===== src/rtl/cla_pkg.sv =====
// Shared definitions for the multi-precision CLA add/subtract sequencer.
package cla_pkg;

    localparam int SLICE_W = 16;

    typedef enum logic [1:0] {
        IDLE = 2'd0,
        RUN  = 2'd1,
        DONE = 2'd2
    } state_t;

    // Ceiling log2, never below 1 so a 2-slice index still has one bit.
    function automatic int clog2(input int n);
        int r;
        r = 1;
        while ((1 << r) < n) r++;
        return r;
    endfunction

endpackage


===== src/rtl/cla_adder16.sv =====
// Combinational 16-bit carry-lookahead adder: 4-bit group generate/propagate
// with a second-level lookahead across the four groups.
module cla_adder16 (
    input  logic [15:0] a,
    input  logic [15:0] b,
    input  logic        ci,
    output logic [15:0] s,
    output logic        co,
    output logic        c15
);

    logic [15:0] g;
    logic [15:0] p;
    logic [15:0] c;
    logic [3:0]  gg;
    logic [3:0]  gp;
    logic [4:0]  cg;

    assign g = a & b;
    assign p = a ^ b;

    for (genvar k = 0; k < 4; k++) begin : g_grp
        localparam int B = 4 * k;

        assign gg[k] = g[B+3]
                     | (p[B+3] & g[B+2])
                     | (p[B+3] & p[B+2] & g[B+1])
                     | (p[B+3] & p[B+2] & p[B+1] & g[B]);
        assign gp[k] = p[B+3] & p[B+2] & p[B+1] & p[B];

        // Carries inside a group depend only on the group's own carry-in.
        assign c[B]   = cg[k];
        assign c[B+1] = g[B] | (p[B] & cg[k]);
        assign c[B+2] = g[B+1] | (p[B+1] & g[B]) | (p[B+1] & p[B] & cg[k]);
        assign c[B+3] = g[B+2] | (p[B+2] & g[B+1]) | (p[B+2] & p[B+1] & g[B])
                      | (p[B+2] & p[B+1] & p[B] & cg[k]);
    end

    assign cg[0] = ci;
    assign cg[1] = gg[0] | (gp[0] & ci);
    assign cg[2] = gg[1] | (gp[1] & gg[0]) | (gp[1] & gp[0] & ci);
    assign cg[3] = gg[2] | (gp[2] & gg[1]) | (gp[2] & gp[1] & gg[0])
                 | (gp[2] & gp[1] & gp[0] & ci);
    assign cg[4] = gg[3] | (gp[3] & gg[2]) | (gp[3] & gp[2] & gg[1])
                 | (gp[3] & gp[2] & gp[1] & gg[0])
                 | (gp[3] & gp[2] & gp[1] & gp[0] & ci);

    assign s   = p ^ c;
    assign co  = cg[4];
    assign c15 = c[15];

endmodule


===== src/rtl/cla_mp_add_seq.sv =====
// Multi-precision add/subtract sequencer: one shared 16-bit CLA processes
// one slice per cycle, LSW first, with the carry chained through a register.
module cla_mp_add_seq
    import cla_pkg::*;
#(
    parameter int WORDS = 4
) (
    input  logic                     clk,
    input  logic                     rst_n,
    input  logic                     start,
    input  logic                     op_sub,
    input  logic                     cin,
    input  logic [SLICE_W*WORDS-1:0] a,
    input  logic [SLICE_W*WORDS-1:0] b,
    output logic                     busy,
    output logic                     done,
    output logic [SLICE_W*WORDS-1:0] sum,
    output logic                     cout,
    output logic                     ovf
);

    localparam int W     = SLICE_W * WORDS;
    localparam int IDX_W = clog2(WORDS);
    localparam logic [IDX_W-1:0] LAST_IDX = IDX_W'(WORDS - 1);

    state_t             state;
    logic [IDX_W-1:0]   idx;
    logic               carry;
    logic [W-1:0]       a_reg;
    logic [W-1:0]       b_reg;

    logic [SLICE_W-1:0] a_slice;
    logic [SLICE_W-1:0] b_slice;
    logic [SLICE_W-1:0] s_slice;
    logic               add_co;
    logic               add_c15;

    assign a_slice = a_reg[int'(idx)*SLICE_W +: SLICE_W];
    assign b_slice = b_reg[int'(idx)*SLICE_W +: SLICE_W];

    cla_adder16 u_adder (
        .a   (a_slice),
        .b   (b_slice),
        .ci  (carry),
        .s   (s_slice),
        .co  (add_co),
        .c15 (add_c15)
    );

    always_ff @(posedge clk or negedge rst_n) begin
        if (!rst_n) begin
            state <= IDLE;
            idx   <= '0;
            carry <= 1'b0;
            a_reg <= '0;
            b_reg <= '0;
            sum   <= '0;
            busy  <= 1'b0;
            done  <= 1'b0;
            cout  <= 1'b0;
            ovf   <= 1'b0;
        end else begin
            case (state)
                IDLE, DONE: begin
                    done <= 1'b0;
                    if (start) begin
                        // Subtraction is A + ~B + 1 - borrow_in.
                        a_reg <= a;
                        b_reg <= op_sub ? ~b : b;
                        carry <= cin ^ op_sub;
                        idx   <= '0;
                        sum   <= '0;
                        busy  <= 1'b1;
                        state <= RUN;
                    end else begin
                        state <= IDLE;
                    end
                end
                RUN: begin
                    sum[int'(idx)*SLICE_W +: SLICE_W] <= s_slice;
                    carry <= add_co;
                    if (idx == LAST_IDX) begin
                        cout  <= add_co;
                        ovf   <= add_co ^ add_c15;
                        busy  <= 1'b0;
                        done  <= 1'b1;
                        state <= DONE;
                    end else begin
                        idx <= idx + 1'b1;
                    end
                end
                default: begin
                    busy  <= 1'b0;
                    done  <= 1'b0;
                    state <= IDLE;
                end
            endcase
        end
    end

endmodule


===== config.mk =====
export PLATFORM = sky130hd
export DESIGN_NAME = cla_mp_add_seq
export DESIGN_NICKNAME = d
export VERILOG_FILES = /design/src/rtl/cla_pkg.sv /design/src/rtl/cla_adder16.sv /design/src/rtl/cla_mp_add_seq.sv
export SDC_FILE = /design/constraint.sdc
export NUM_CORES = 1
export LEC_CHECK = 0
export CAP_MARGIN = 15
export CORE_ASPECT_RATIO = 0.8
export CORE_MARGIN = 4
export CORE_UTILIZATION = 40
export CTS_BUF_LIST = sky130_fd_sc_hd__clkbuf_2 sky130_fd_sc_hd__clkbuf_4 sky130_fd_sc_hd__clkbuf_8
export DETAILED_ROUTE_END_ITERATION = 8
export GPL_TIMING_DRIVEN = 0
export PLACE_DENSITY = 0.77
export SKIP_LAST_GASP = 1
export SLEW_MARGIN = 40
export SYNTH_ARGS = -nofsm -noshare
export SYNTH_HDL_FRONTEND = slang
export SYNTH_SLANG_ARGS = --single-unit

===== constraint.sdc =====
create_clock -name clk -period 4.9 [get_ports clk]
set_input_delay 0.98 -clock clk [delete_from_list [all_inputs] [get_ports clk]]
set_output_delay 0.98 -clock clk [all_outputs]
set_load 0.01 [all_outputs]

== Yosys cells after proc, flatten, opt, wreduce, memory -nomap -nowiden ==
Index checks and enable logic that the tools add are counted.
Storage, ports and cells
  register bits: 201
  input bits: 133
  word-level logic and storage cells: 175
Cells by class
  add/sub/neg operators: 2
  eq/ne operators: 6
  shifts and indexed selects: 4
  muxes and demuxes: 17
  bitwise operators: 128
  reductions and logical operators: 8
Operator list (count)
  64-bit two-way mux: 2
  64-bit case mux with 2 select lines: 1
  64-bit by 7-bit variable part select with 16-bit output: 2
  1-bit AND: 76
  64-bit bitwise mux: 1
  64-bit NOT: 1
  16-bit by 33-bit variable shift with 64-bit output (first input constant): 1
  16-bit by 33-bit variable part select with 64-bit output: 1
  1-bit OR: 46
  6-bit negator with 33-bit output: 1
  16-bit bitwise XOR: 2
  16-bit AND: 1
  2-bit case mux with 2 select lines: 2
  2-bit AND reduction: 4
  1-bit two-way mux: 6
  2-bit two-way mux: 3
  2-bit != test (second input constant): 3
  2-bit equality test (second input constant): 2
  1-bit case mux with 2 select lines: 2
  3-bit AND reduction: 1
  2-bit by 1-bit adder with 2-bit output (second input constant): 1
  2-bit by 1-bit equality test with 1-bit output (second input constant): 1
  2-bit zero test: 1
  2-bit nonzero test: 1
  2 further kinds: 3

== Depth between registers and ports, before layout ==
  depth in word-level cells: 16
  mapped depth: 13
  depth with buffers taken out: 11

== By module ==
From an unflattened synthesis, not the netlist that was laid out.
Unflattened totals
  cell total of the unflattened synthesis: 877
  area total of the unflattened synthesis: 9527.9 µm²
Modules (own cells, without submodules)
  cla_mp_add_seq: instances 1, cells each 776, area each 8745.9 µm²
  cla_adder16: instances 1, cells each 101, area each 782.0 µm²

== Worst setup path before layout ==
OpenSTA, ideal clock, no wires.
  kind: register to register
  start: register idx[0]
  end: register sum[25]
  data arrival time: 3.582 ns
  required time: 4.768 ns
  slack: 1.185 ns
  cell stages (with the launch flop): 14
  buffers on the path: 2
  period minus slack after synthesis: 3.715 ns
  cell sequence: dfrtp_1 buf_2 buf_2 mux4_2 ha_1 a21o_1 a21oi_2 a21oi_1 o21a_1 o21a_1 or2_1 fa_1 xnor2_1 o21ai_0
Between the ends
  word-level cells in the longest chain between the ends: 16
RTL lines
  start: declaration: line cla_mp_add_seq.sv:27  | logic [IDX_W-1:0] idx;
  start signal: assignment: line cla_mp_add_seq.sv:89  | idx <= idx + 1'b1;
  64-bit by 7-bit variable part select with 16-bit output, on equally long branches: line cla_mp_add_seq.sv:38, cla_mp_add_seq.sv:39
  16-bit bitwise XOR or 16-bit AND (tied branches): line cla_adder16.sv:20, cla_adder16.sv:19
  1-bit AND, on equally long branches
  1-bit OR (tied with other cells): line cla_adder16.sv:26  | | (p[B+3] & g[B+2])
  1-bit OR or 1-bit AND (tied branches): line cla_adder16.sv:27, cla_adder16.sv:28
  1-bit OR: line cla_adder16.sv:28  | | (p[B+3] & p[B+2] & p[B+1] & g[B]);
  1-bit AND: line cla_adder16.sv:42  | assign cg[3] = gg[2] | (gp[2] & gg[1]) | (gp[2] & gp[1] & gg[0])
  1-bit OR (2 in a row): line cla_adder16.sv:42
  1-bit OR: line cla_adder16.sv:43  | | (gp[2] & gp[1] & gp[0] & ci);
  1-bit AND, on equally long branches: line cla_adder16.sv:33, cla_adder16.sv:34, cla_adder16.sv:36
  1-bit OR, on equally long branches: line cla_adder16.sv:33, cla_adder16.sv:34, cla_adder16.sv:36
  16-bit bitwise XOR: line cla_adder16.sv:48  | assign s = p ^ c;
  16-bit by 33-bit variable part select with 64-bit output: line cla_mp_add_seq.sv:80  | sum[int'(idx)*SLICE_W +: SLICE_W] <= s_slice;
  64-bit bitwise mux *: line cla_mp_add_seq.sv:80
  64-bit case mux with 2 select lines *: line cla_mp_add_seq.sv:63  | case (state)
  end signal: indexed assignment: line cla_mp_add_seq.sv:80
  end: declaration: line cla_mp_add_seq.sv:17  | output logic [SLICE_W*WORDS-1:0] sum,
Every way passes the cells marked *; elsewhere a longest branch is shown, timed or not.
A chain may end at the register's enable or synchronous reset.

== Final worst setup path ==
  start: register idx[1]
  end: register sum[25]
Same word-level chain as after synthesis.

==> results.toml <==
[outcome]
outcome = "finished, final reports clean"

[clocking]
cts_setup_buffers = 0
clk_latency_ps = 480
clk_pin_slew_ps = 110
cts_resized = 0
clock-sinks = 200
cts_buffers = 17
clockBufferDepth = 2
cts_hold_buf = 0
cts_tree = "yes"
htree_levels = 4
cts_root_buf = "clkbuf_8"

[setup_path]
worst-setup-path-type = "register to register"
setup.worst_path.start_class = "register"
slowest_stage = "clkbuf_1"
critPathRequiredTime_ps = 5240
crit_arrival_ps = 5000
endpoint_kind = "register"
regToRegStartpoint = "idx[1]"
max_stage_delay_ps = 580
critPathBufInv = 2
cp.depth = 13
cp_max_fo = 10
path_cells = "clkbuf_1, clkbuf_1, mux4_2, ha_1, a21o_1, a21oi_2, a21oi_1, o21a_1, o21a_1, or2_1, fa_1, xnor2_1, o21ai_0"
critPathTopFamily = "compound AO/OA/AOI/OAI gates"
cp-endpoint = "sum[25]"
rr_worst_depth = 13
reg2reg_to = "sum[25]"
critPathLaunch = "idx[1]"
rrSetupSlack_ps = 240

[synth]
yosys-top-cells-area = "dfrtp_1 (53%), nand2_1 (12%), mux4_2 (7.7%), xnor2_1 (6.6%), o21ai_0 (4.5%)"
yosysTopAreaCell = "dfrtp_1"
synthFlopType = "dfrtp_1"
yosys.area.top_type_share = 0.534
synth.cell_area_um2 = 9370
synth_seq_cells = 200
synth_edf_count = 0
syn-num-nets = 1054
async_flop_share = 1.00
yosys_warnings = 0
yosysUniqueCellTypes = 47
synth_seq_area_share = 0.534
yosysMostFrequentCell = "nand2_1"
avgSynthCellArea_um2 = 10.4
yosys-top-cells-count = "nand2_1 (301), dfrtp_1 (200), o21ai_0 (85)"
synthCells = 897

[finish]
layout-drive-gt1-share = 0.0885
finalNetCount = 1274
fin_area_um2 = 12200
area_delta_synth_final_pct = 30.6
antenna_cells = 0
fin_cells = 1436

[power]
power_mw = 8.60
power_density_nw_per_um2 = 703
irDropWorstVdd_v = 0.000434
power.leakage_nw = 5.42

[global_route]
grt_pass1_vias = 7543
gr-usage-all-layers = 0.210
grt_max_degree = 77
antenna_found_initial = 0
grt-ovfl-total = 0
grt_pass1_wl_um = 42200

[detailed_routing]
wl_per_cell_um = 19.1
drc = 0
num_vias = 7517
first_pass_iters = 5
drt-total-wl_um = 27400
vias_per_cell = 5.23
drt_iter0_markers = 601
ant_nets = 0

[placement]
io_buffers = 199
hpwl_um = 21000
pre_cts_ws_ps = 317
placed_cells = 1404
dpl_cell_area_um2 = 11800
gp_congestion = 0.874

[job]
drv_cap = 0

[timing]
finClkSkew_ps = 16.7
finalSetupViolCount = 0
period_minus_slack_ps = 4660
fmax_ghz = 0.214
hold_viol = 0
fin_ws_ps = 236
setup_tns_ps = 0
finalMaxSlewViolations = 0
worstMarginPinSlew_ps = 826
finalCritPeriodShare = 0.952
max_slew_margin = 0.450
rsz0062_at_grt = "false"

[floorplanning]
initial_core_util = 0.412
ios = 201
core_area_um2 = 22700
die_x_um = 179
fp.dieH_um = 145
rows = 49
die_area_um2 = 26000

[min_path]
hp-class = "input pin to asynchronous set/reset pin"
-- cell type report --
class / count / area (um^2)
clock inverter: 14 / 185
sequential: 200 / 5000
clock buffer: 18 / 248
multi-input combinational: 637 / 4120
buffer: 52 / 220
inverter: 8 / 30.0
tap: 306 / 383
fill: 1997 / 10500
timing repair buffer: 201 / 2050
-- layout by cell type, fill, tap and decap left out, drive strengths merged, types with 12 or more instances in the layout --
master           n
nand2          302
dfrtp          200
clkdlybuf4s50  198
o21ai          101
xnor2           72
clkbuf          49
mux4            32
a22o            28
buf             24
ha              20
a21oi           14
inv             13
nor2            12
-- cell families (layout without fill, tap and decap cells) --
group,after synthesis,count (layout),share of synthesized area
fa+ha+maj,24,24,0.0352
compound gates,167,167,0.112
flops,200,200,0.534
mux,33,33,0.0780
xor+xnor,73,73,0.0690
simple gates,340,340,0.145
buf+inv,60,293,0.0267
-- stage by stage --
step | utilization | hold slack, ps
6_report | 0.538 | 395
5_1_grt | 0.538 | 390
4_1_cts | 0.538 | 400
3_5_place_dp | 0.519 | 459
3_3_place_gp | 0.516 | 453
2_1_floorplan | - | 440
-- metal layers --
metal / track usage / vias up / part of all wire
met5: 0 / - / 0
met4: 0.0438 / 0 / 0.015
met3: 0.0502 / 29 / 0.075
met2: 0.317 / 309 / 0.45
met1: 0.313 / 3717 / 0.46
li1: - / 3462 / -
-- power breakdown --
group	internal, mW	switching [mW]	total (mW)
sequential	2.33	0.403	2.74
combinational	1.88	2.82	4.70
clock	0.532	0.631	1.16
total	4.75	3.85	8.60
-- how the worst min path moves through the flow --
stage,start,to,depth (start not counted)
floorplan,a_reg[32],a_reg[32],2
global placement,a_reg[54],a_reg[54],2
detailed placement,a_reg[61],a_reg[61],2
CTS,rst_n,sum[15],1
global route,rst_n,sum[15],1
finish,rst_n,sum[15],1
Note: power is estimated with default switching activity, not from simulation.
